**src/rtl/product_accumulator.sv**
```systemverilog
// Burst accumulator for unsigned 8-bit products: IDLE -> ACCUM -> DONE with valid/ready on both sides.
// Optional macro PRODUCT_ACCUMULATOR_SAT_EN: saturate at 2^ACC_W-1 on overflow instead of wrapping.
module product_accumulator #(
    parameter int ACC_W = 16,
    parameter int LEN_W = 4
) (
    input  logic             clk,
    input  logic             rst_n,
    input  logic             start,
    input  logic [LEN_W-1:0] len,
    input  logic             in_valid,
    output logic             in_ready,
    input  logic [7:0]       in_p,
    output logic             out_valid,
    input  logic             out_ready,
    output logic [ACC_W-1:0] out_sum,
    output logic             out_ovf,
    output logic             busy
);

    // Handshake: a beat (or result) moves on a rising edge where valid and ready are both high;
    // in_ready is high only in ACCUM and out_valid only in DONE, both decoded from the state flop.
    localparam logic [1:0] S_IDLE  = 2'd0;
    localparam logic [1:0] S_ACCUM = 2'd1;
    localparam logic [1:0] S_DONE  = 2'd2;

    logic [1:0]       state_q, state_d;
    logic [ACC_W-1:0] acc_q, acc_d;
    logic [LEN_W-1:0] cnt_q, cnt_d;
    logic             ovf_q, ovf_d;

    logic [ACC_W:0]   sum_ext;
    logic             carry;
    logic [ACC_W-1:0] acc_next;

    // One extra bit captures the carry out of the accumulator.
    assign sum_ext = {1'b0, acc_q} + {{(ACC_W - 7){1'b0}}, in_p};
    assign carry   = sum_ext[ACC_W];

`ifdef PRODUCT_ACCUMULATOR_SAT_EN
    assign acc_next = carry ? {ACC_W{1'b1}} : sum_ext[ACC_W-1:0];
`else
    assign acc_next = sum_ext[ACC_W-1:0];
`endif

    always_comb begin
        state_d = state_q;
        acc_d   = acc_q;
        cnt_d   = cnt_q;
        ovf_d   = ovf_q;
        case (state_q)
            S_IDLE: begin
                if (start) begin
                    acc_d   = '0;
                    ovf_d   = 1'b0;
                    cnt_d   = len;
                    state_d = (len == '0) ? S_DONE : S_ACCUM;
                end
            end
            S_ACCUM: begin
                if (in_valid) begin
                    acc_d = acc_next;
                    ovf_d = ovf_q | carry;
                    cnt_d = cnt_q - LEN_W'(1);
                    if (cnt_q == LEN_W'(1)) begin
                        state_d = S_DONE;
                    end
                end
            end
            S_DONE: begin
                if (out_ready) begin
                    state_d = S_IDLE;
                end
            end
            default: state_d = S_IDLE;
        endcase
    end

    always_ff @(posedge clk or negedge rst_n) begin
        if (!rst_n) begin
            state_q <= S_IDLE;
            acc_q   <= '0;
            cnt_q   <= '0;
            ovf_q   <= 1'b0;
        end else begin
            state_q <= state_d;
            acc_q   <= acc_d;
            cnt_q   <= cnt_d;
            ovf_q   <= ovf_d;
        end
    end

    assign in_ready  = (state_q == S_ACCUM);
    assign out_valid = (state_q == S_DONE);
    assign busy      = (state_q != S_IDLE);
    assign out_sum   = acc_q;
    assign out_ovf   = ovf_q;

endmodule

```
**config.mk**
```make
export PLATFORM = sky130hd
export DESIGN_NAME = product_accumulator
export DESIGN_NICKNAME = d
export VERILOG_FILES = /design/src/rtl/product_accumulator.sv
export SDC_FILE = /design/constraint.sdc
export NUM_CORES = 1
export LEC_CHECK = 0
export ABC_AREA = 1
export CAP_MARGIN = 20
export CORE_MARGIN = 2
export CORE_UTILIZATION = 45
export CTS_BUF_LIST = sky130_fd_sc_hd__clkbuf_2 sky130_fd_sc_hd__clkbuf_4 sky130_fd_sc_hd__clkbuf_8
export DETAILED_ROUTE_END_ITERATION = 16
export GPL_ROUTABILITY_DRIVEN = 0
export PLACE_DENSITY_LB_ADDON = 0.12
export SLEW_MARGIN = 20
export SYNTH_ARGS = -nofsm -noshare
export SYNTH_HDL_FRONTEND = slang
export SYNTH_SLANG_ARGS = --single-unit
```
**constraint.sdc**
```tcl
create_clock -name clk -period 4.4 [get_ports clk]
set_clock_uncertainty 0.2 [all_clocks]
set_input_delay 0.88 -clock clk [delete_from_list [all_inputs] [get_ports clk]]
set_output_delay 0.88 -clock clk [all_outputs]
set_load 0.02 [all_outputs]
```
## Word level (Yosys, flattened, before mapping)

Cells that the tools add are included.

| operators by class | value |
|---|---|
| add/sub/neg operators | 2 |
| multiplexer cells | 15 |
| bitwise logic cells | 1 |
| equal/unequal tests | 7 |
| reduce and logical (&&, ||, !) cells | 6 |

Operators with widths:

| kind | count |
|---|---|
| $mux W16 | 2 |
| $pmux W16 S2 | 1 |
| $add A16 B8 Y17 | 1 |
| $mux W2 | 5 |
| $mux W4 | 2 |
| $pmux W4 S2 | 1 |
| $pmux W2 S3 | 1 |
| $eq A4 B1 Y1 const B | 1 |
| $logic_not A4 Y1 | 1 |
| $ne A2 B1 Y1 const B | 2 |
| $ne A2 B2 Y1 const B | 2 |
| $reduce_and A4 Y1 | 1 |
| $reduce_bool A2 Y1 | 2 |
| $sub A4 B1 Y4 const B | 1 |
| $reduce_and A3 Y1 | 1 |
| $eq A2 B1 Y1 const B | 1 |
| $eq A2 B2 Y1 const B | 1 |
| $logic_not A2 Y1 | 1 |
| $mux W1 | 2 |
| $pmux W1 S2 | 1 |
| $or A1 B1 Y1 | 1 |

| word-level totals | value |
|---|---|
| logic and storage cells | 35 |
| output and inout port bits | 20 |
| register bits after elaboration | 23 |

## Depth between registers and ports, before layout

Gate-level depths: netlist of the first run.

| logic depth | value |
|---|---|
| word-level depth | 4 |
| gate-level depth with buffers | 12 |

## Worst setup path before layout of the first run

No wires, ideal clock.

| timing | value |
|---|---|
| path kind | input -> register |
| start point | input in_p[0] |
| end point | register acc_q[6], in the netlist out_sum[6] |
| path slack | 2030 ps |
| data arrival time | 2044 ps |
| library setup time | 126 ps |
| path buffers | 0 |
| cell stages on the path | 9 |
| path through | ha_1 > inv_1 > fa_1 > nor2_1 > nor2_1 > o21ai_0 > nand2_1 > nand2_1 > o21ai_0 |

| between the ends | value |
|---|---|
| cells in the longest elaborated chain, start to end | 3 |

Ends and longest elaborated chain:

| item | line | text |
|---|---|---|
| from (decl) | 13 | `input logic [7:0] in_p,` |
| $add A16 B8 Y17 | 37 | `assign sum_ext = {1'b0, acc_q} + {{(ACC_W - 7){1'b0}}, in_p};` |
| $mux W16 | 61 | `if (in_valid) begin` |
| $pmux W16 S2 | 51 | `case (state_q)` |
| to (signal assigned) | 82 | `acc_q <= '0;` |
| to (signal assigned) | 87 | `acc_q <= acc_d;` |
| to (decl) | 28 | `logic [ACC_W-1:0] acc_q, acc_d;` |

No other way between the ends. The select of a mux whose other input is x is not followed.
A chain may end at the register's enable or synchronous reset.

## Final worst setup path of the first run

| timing | value |
|---|---|
| start point | register state_q[1] |
| end point | output in_ready |

| between the ends | value |
|---|---|
| cells in the longest elaborated chain, start to end | 1 |

Ends and longest elaborated chain:

| item | line | text |
|---|---|---|
| from (decl) | 27 | `logic [1:0] state_q, state_d;` |
| from (signal assigned) | 86 | `state_q <= state_d;` |
| $eq A2 B1 Y1 | 93 | `assign in_ready = (state_q == S_ACCUM);` |
| to (decl) | 12 | `output logic in_ready,` |

No other way between the ends.

==> results of run 1 <==
[final cells by class]
| cell class | instances | area, um2 | area share |
|---|---|---|---|
| multi-input cells | 175 | 926 | 0.448 |
| flip-flops and latches | 23 | 576 | 0.278 |
| repair buffers | 36 | 355 | 0.172 |
| inverters | 32 | 123 | 0.0593 |
| well taps | 46 | 57.6 | 0.0278 |
| clock buffers | 4 | 30.0 | 0.0145 |
[cells by family after synthesis]
kind of cell               Yosys count  synth area share
buffers and inverters               34            0.0881
DFF                                 23             0.350
and+or+nand+nor                    127             0.337
xor gates and xnor gates             4            0.0213
adders and majority gates           11            0.0881
AOI/OAI and AO/OA                   33             0.116
[worst max path at each step]
stage / from / end / slack [ps] / cells past startpoint
2_1_floorplan: in_p[0] / out_sum[6] / 2030 / 9
3_3_place_gp: in_p[0] / out_sum[6] / 1470 / 10
3_5_place_dp: in_p[0] / out_sum[6] / 1420 / 10
4_1_cts: state_q[1] / in_ready / 1640 / 4
5_1_grt: state_q[1] / in_ready / 1580 / 4
6_report: state_q[1] / in_ready / 1670 / 4
[per-stage QoR]
step / std cells / total power [mW] / util / area (um2)
CTS: 316 / 1.11 / 0.605 / 2070
finish: 316 / 1.10 / 0.605 / 2070
floorplan: 232 / 0.799 / - / 1650
detailed placement: 312 / 0.994 / 0.596 / 2040
global route: 316 / 1.21 / 0.605 / 2070
global placement: 312 / 0.993 / 0.598 / 2040
[layout by cell type, fill, tap and decap left out, drive strengths merged, types with 2 or more instances in the layout]
cell type / synthesis / layout
a21boi: 2 / 2
o22ai: 2 / 2
a21oi: 8 / 8
clkdlybuf4s50: 0 / 35
xor2: 3 / 3
dfrtp: 23 / 23
nor2: 33 / 33
inv: 32 / 32
clkbuf: 0 / 4
nand2: 73 / 73
nand3: 20 / 20
ha: 10 / 10
o21ai: 14 / 14
[power by group through the flow]
stage                     clock, mW  combinational [mW]  sequential (mW)
after floorplan                   0               0.426            0.372
after global placement            0               0.654            0.338
after detailed placement          0               0.656            0.338
after CTS                     0.112               0.660            0.335
after global routing          0.120               0.742            0.345
final                         0.107               0.657            0.336
[worst max-delay path: stages, from the launching register on]
cell	delay [ps]
dfrtp_1	410
inv_1	130
nand2_4	100
inv_4	100
clkdlybuf4s50_1	610
[sequential cells by signal (all words and copies together), names as in the netlist]
register,count
out_sum,16
state_q,2
out_ovf,1
cnt_q,4
[layer usage]
metal,global-route usage,part of all wire
met1,0.275,0.48
met2,0.297,0.45
met5,0,0
met4,0.0559,0.012
met3,0.0434,0.053
==> impl_metrics.ini, run 1 <==
[critical_path]
r2r_slack_ps = 2370
crit_type = flip-flop to primary output
reg2reg_to = out_sum[6]
reg2reg_depth = 9
critPathRequiredTime_ps = 3320
cp_max_fo = 7
r2r-start = out_sum[0]
cp.arrival_ps = 1650
crit_path_start_kind = flip-flop
cp-end-kind = primary output

[synth]
synth_cell_types = 30
synth_area_leaders = dfrtp_1 (35%), nand2_1 (15%), ha_1 (7.6%)
synth_top_area_share = 0.350
ys.flop_type = dfrtp_1
ys_seq_area_frac = 0.350
synth_edf_count = 0
yosysMostFrequentCell = nand2_1
synth.largest_area_cell = dfrtp_1
ys_warn_count = 0
async_flop_share = 1.00
yosys_register_bits = 23
syn_area_mm2 = 0.00165
syn_area_per_cell_um2 = 7.10
syn_inst = 232
synth_nets = 260
synthTopCellsByCount = nand2_1 (67), inv_1 (30), nor2_1 (30), dfrtp_1 (23), nand3_1 (20)

[sta]
timing.hold.ws_ps = 324
tns_ps = 0
finalSetupViolations = 0
max_freq_mhz = 366
slew_headroom = 0.642
setup_ws_ps = 1670
drv_slew = 0
fin_crit_sh = 0.621
worstMarginPinSlew_ps = 536
finalHoldViolations = 0
rsz0062_at_grt = false
min_period_ps = 2730

[cts]
cts-root-buf = clkbuf_4
cts_sinks = 23
htreeDepth = 1
clk_latency_ps = 320
cts_inserted_buffers = 3
cts_resized = 0
post_cts_buffers = 0
hold_buffers = 0
cts_tree = built
cts_buffer_depth = 2
clk_pin_slew_ps = 130

[floorplan]
die_h_um = 64.5
boundaryPins = 37
row_count = 21
die-area_mm2 = 0.00416
start_util = 0.482
coreArea_mm2 = 0.00342
die_x_um = 64.5

[routing]
routed_wire_length_per_instance_um = 11.7
route.vias.total = 1552
wl_mm = 3.70
drcViolationCount = 0
firstDrtPassIters = 4
via_per_inst = 4.91
drtIter0Drc = 78
ant_nets = 0

[grt]
overflow = 0
grt_pass1_wl_mm = 6.24
antenna_found_initial = 0
first_global_vias = 1372
grt_max_degree = 24
grt_use_total = 0.194

[power]
p_int_mw = 0.575
p_seq_frac = 0.306
powerDensity_mw_per_mm2 = 532
pwr-share-clk = 0.097
swShare = 0.477
switching_power_mw = 0.525
irDropWorstVdd_v = 0.000322
combPwrFrac = 0.597
p_leak_nw = 1.06

[layout]
nFillCells = 333
final_layout_size_suffix_gt1_frac = 0.0593
diodes = 0
num-nets-final = 299
syn2layout_area_growth_pct = 25.5

[job]
drv_cap = 0

[placed_design]
portBuffers = 36
dp_hpwl_mm = 2.82
place_ws_ps = 1420

[outcome]
status = completed

[worst_hold_path]
hold_path.class = primary input to asynchronous set/reset pin
Power figures use the tool's default switching activity.
==> run 2, diff against run 1 <==
==> constraint.sdc (replaced) <==
create_clock -name clk -period 2.45 [get_ports clk]
set_clock_uncertainty 0.2 [all_clocks]
set_input_delay 0.49 -clock clk [delete_from_list [all_inputs] [get_ports clk]]
set_output_delay 0.49 -clock clk [all_outputs]
set_load 0.02 [all_outputs]
==> impl_metrics.ini, run 2 (synthesized netlist as in run 1, its figures left out) <==
[layout]
final_layout_size_suffix_gt1_frac = 0.0693
final_cell_mix = nand2_1 (67), clkdlybuf4s50_1 (36), inv_1 (30), nor2_1 (30), dfrtp_1 (23)
num-nets-final = 303
largest_reg_flops = 16
diodes = 0
syn2layout_area_growth_pct = 27.5
stdcell_area_mm2 = 0.00210
final_common_cell = nand2_1

[floorplan]
die_x_um = 64.5
boundaryPins = 37
start_util = 0.482
die_h_um = 64.5
die-area_mm2 = 0.00416
coreArea_mm2 = 0.00342
row_count = 21

[routing]
route.vias.total = 1567
drtIter0Drc = 92
ant_nets = 0
wl_mm = 3.66
via_per_inst = 4.90
firstDrtPassIters = 4
drcViolationCount = 0
routed_wire_length_per_instance_um = 11.4

[sta]
finalHoldViolations = 0
max_freq_mhz = 425
fin_crit_sh = 0.959
drv_slew = 0
setup_ws_ps = 99.3
worstMarginPinSlew_ps = 305
rsz0062_at_grt = false
slew_headroom = 0.797
finalSetupViolations = 0
min_period_ps = 2350

[critical_path]
r2r-start = out_sum[0]
reg2reg_to = out_sum[4]
crit_type = flip-flop to primary output
crit_path_start_kind = flip-flop
cp-end-kind = primary output
reg2reg_depth = 8
crit_path_end = in_ready
critPathRequiredTime_ps = 1760
worstSetupStartpoint = state_q[1]
cp.arrival_ps = 1660
cp_max_fo = 7
r2r_slack_ps = 500

[grt]
overflow = 0
grt_use_total = 0.204
first_global_vias = 1528
antenna_found_initial = 0
grt_max_degree = 24
grt_pass1_wl_mm = 6.70

[power]
powerDensity_mw_per_mm2 = 947
p_leak_nw = 1.08
irDropWorstVdd_v = 0.000588

[outcome]
status = completed

[cts]
cts_sinks = 23
clk_pin_slew_ps = 140
cts_tree = built
post_cts_buffers = 0
hold_buffers = 0
cts_resized = 0
clk_latency_ps = 330
cts_inserted_buffers = 3
htreeDepth = 1
cts_buffer_depth = 2
cts-root-buf = clkbuf_4

[placed_design]
place_ws_ps = -96.3
dp_hpwl_mm = 2.86
placed_area_mm2 = 0.00207
portBuffers = 36

[job]
drv_cap = 0

[worst_hold_path]
hold_path.class = primary input to asynchronous set/reset pin
-- run 2: changes by cell type in the layout (fill, tap and decap cells not counted) --
cell,delta
clkdlybuf4s50_1,+1
buf_2,-1
clkbuf_4,-1
buf_4,+4
clkinv_2,+1
-- run 2: per-stage QoR --
step	total power [mW]	utilization	hold WS [ps]	setup TNS, ps	std cells
2_1_floorplan	1.43	-	-5.59	0	232
5_1_grt	2.19	0.615	321	0	320
3_5_place_dp	1.81	0.607	310	-274	316
3_3_place_gp	1.80	0.607	299	-89.4	316
6_report	1.99	0.615	298	0	320
4_1_cts	2.00	0.615	307	0	320
-- run 2: worst min-delay path by stage --
| stage | from | to | slack, ps | cells after the start |
|---|---|---|---|---|
| final | rst_n | out_sum[5] | 300 | 2 |
| after floorplan | rst_n | cnt_q[0] | -6 | 0 |
| after global routing | rst_n | out_sum[5] | 320 | 2 |
| after global placement | out_sum[7] | out_sum[7] | 300 | 2 |
| after detailed placement | out_sum[2] | out_sum[2] | 310 | 2 |
| after CTS | rst_n | out_sum[5] | 310 | 2 |
-- run 2: routing by layer --
metal | routed length (um) | global-route usage | part of all wire
met5 | 0 | 0 | 0
met4 | 22 | 0.0585 | 0.0060
met3 | 201 | 0.0417 | 0.055
met2 | 1660 | 0.326 | 0.45
met1 | 1770 | 0.280 | 0.49
-- run 2: report_power, final --
group | leakage (nW) | internal (mW) | switching [mW] | total, mW
Clock | 0.0177 | 0.0612 | 0.123 | 0.185
Sequential | 0.300 | 0.497 | 0.107 | 0.604
Combinational | 0.757 | 0.475 | 0.726 | 1.20
-- run 2: layout make-up --
| class | instances | area, um2 |
|---|---|---|
| Clock buffer | 3 | 22.5 |
| Clock inverter | 1 | 5.00 |
| Fill cell | 319 | 1320 |
| Inverter | 32 | 123 |
| Multi-Input combinational cell | 175 | 926 |
| Sequential cell | 23 | 576 |
| Tap cell | 46 | 57.6 |
| Timing Repair Buffer | 40 | 390 |
-- run 2: critical path, stage by stage, from the launching register on --
cell and delay [ps]:
dfrtp_1 410, inv_1 130, nand2_4 100, inv_4 100, clkdlybuf4s50_1 610
==> run 3, diff against run 2 <==
--- a/config.mk
+++ b/config.mk
@@ -13,6 +13,7 @@
 export DETAILED_ROUTE_END_ITERATION = 16
 export GPL_ROUTABILITY_DRIVEN = 0
 export PLACE_DENSITY_LB_ADDON = 0.12
+export SKIP_CTS_REPAIR_TIMING = 1
 export SLEW_MARGIN = 20
 export SYNTH_ARGS = -nofsm -noshare
 export SYNTH_HDL_FRONTEND = slang
==> constraint.sdc (replaced) <==
create_clock -name clk -period 2.3 [get_ports clk]
set_clock_uncertainty 0.2 [all_clocks]
set_input_delay 0.46 -clock clk [delete_from_list [all_inputs] [get_ports clk]]
set_output_delay 0.46 -clock clk [all_outputs]
set_load 0.02 [all_outputs]
==> impl_metrics.ini, run 3 (synthesized netlist as in run 1, its figures left out) <==
[outcome]
status = completed

[floorplan]
die-area_mm2 = 0.00416
start_util = 0.482
boundaryPins = 37
die_h_um = 64.5
coreArea_mm2 = 0.00342
die_x_um = 64.5
row_count = 21

[cts]
htreeDepth = 1
clk_latency_ps = 320
cts-root-buf = clkbuf_4
cts_buffer_depth = 2
cts_inserted_buffers = 3
cts_sinks = 23
clk_pin_slew_ps = 140
cts_tree = built

[routing]
via_per_inst = 4.91
firstDrtPassIters = 4
routed_wire_length_per_instance_um = 11.5
drtIter0Drc = 104
route.vias.total = 1585
wl_mm = 3.73
drcViolationCount = 0
ant_nets = 0

[worst_hold_path]
hold_path.class = primary input to asynchronous set/reset pin

[power]
powerDensity_mw_per_mm2 = 1010
p_leak_nw = 1.12
irDropWorstVdd_v = 0.000629

[critical_path]
crit_path_top_delay_cell = clkdlybuf4s50_1
crit_path_start_kind = flip-flop
cp_max_fo = 8
critPathRequiredTime_ps = 1640
crit_type = flip-flop to primary output
cp-end-kind = primary output
cp.arrival_ps = 1470
path_cells = clkdlybuf4s50_1
cpPeakStageDelay_ps = 650
critical_path_buf_inv_count = 1
r2r_slack_ps = 410
critPathTopFamily = buffers and inverters

[grt]
grt_pass1_wl_mm = 6.57
grt_use_total = 0.201
overflow = 0
first_global_vias = 1455
grt_max_degree = 24
antenna_found_initial = 0

[placed_design]
place_ws_ps = -198
dp_hpwl_mm = 2.86
portBuffers = 36

[sta]
drv_slew = 0
min_period_ps = 2130
finalSetupViolations = 0
max_freq_mhz = 470
slew_headroom = 0.793
finalHoldViolations = 0
timing.hold.ws_ps = 288
fin_crit_sh = 0.924
rsz0062_at_grt = false
setup_ws_ps = 174
worstMarginPinSlew_ps = 311

[layout]
num-nets-final = 306
final_layout_size_suffix_gt1_frac = 0.0830
final_common_cell = nand2_1
utilization = 0.626
diodes = 0
syn2layout_area_growth_pct = 29.8
nFillCells = 310
final_cell_mix = nand2_1 (67), clkdlybuf4s50_1 (33), inv_1 (30), nor2_1 (30), dfrtp_1 (23)
largest_reg_flops = 16

[job]
drv_cap = 0
## run 3: worst paths after layout
path | start | endpoint | cells after the start
max | out_sum[8] | out_sum[8] | 1
min | rst_n | out_sum[5] | 2
max reg2reg | out_sum[0] | out_sum[12] | 9
min reg2reg | out_sum[4] | out_sum[4] | 2
max in group asynchronous | rst_n | out_sum[2] | 2
min in group clk | out_sum[4] | out_sum[4] | 2
## run 3: metal layers
metal | global-route usage | vias to the layer above | share of wire
li1 | - | 831 | -
met1 | 0.286 | 710 | 0.50
met2 | 0.316 | 40 | 0.45
met3 | 0.0365 | 4 | 0.035
met4 | 0.0505 | 0 | 0.014
met5 | 0 | - | 0
## run 3: cell type report
type	instances	area (um2)	area share
inverters	32	123	0.0574
well taps	46	57.6	0.0269
repair buffers	43	420	0.197
flip-flops and latches	23	576	0.269
clock inverters	1	5.00	0.00234
clock buffers	3	22.5	0.0105
multi-input cells	175	933	0.437
## run 3: power by group
part,internal [mW],switching [mW],total [mW]
Sequential,0.529,0.118,0.647
Clock,0.0650,0.127,0.192
Combinational,0.532,0.779,1.31
Total,1.13,1.02,2.15
## run 3: per-stage QoR
step | power [mW] | area [um2] | std cells | setup TNS (ps)
after CTS | 2.16 | 2120 | 323 | -36.9
after floorplan | 1.53 | 1650 | 232 | 0
after global placement | 1.94 | 2090 | 319 | -887
final | 2.15 | 2140 | 323 | 0
after detailed placement | 1.96 | 2090 | 319 | -1080
after global routing | 2.37 | 2140 | 323 | 0
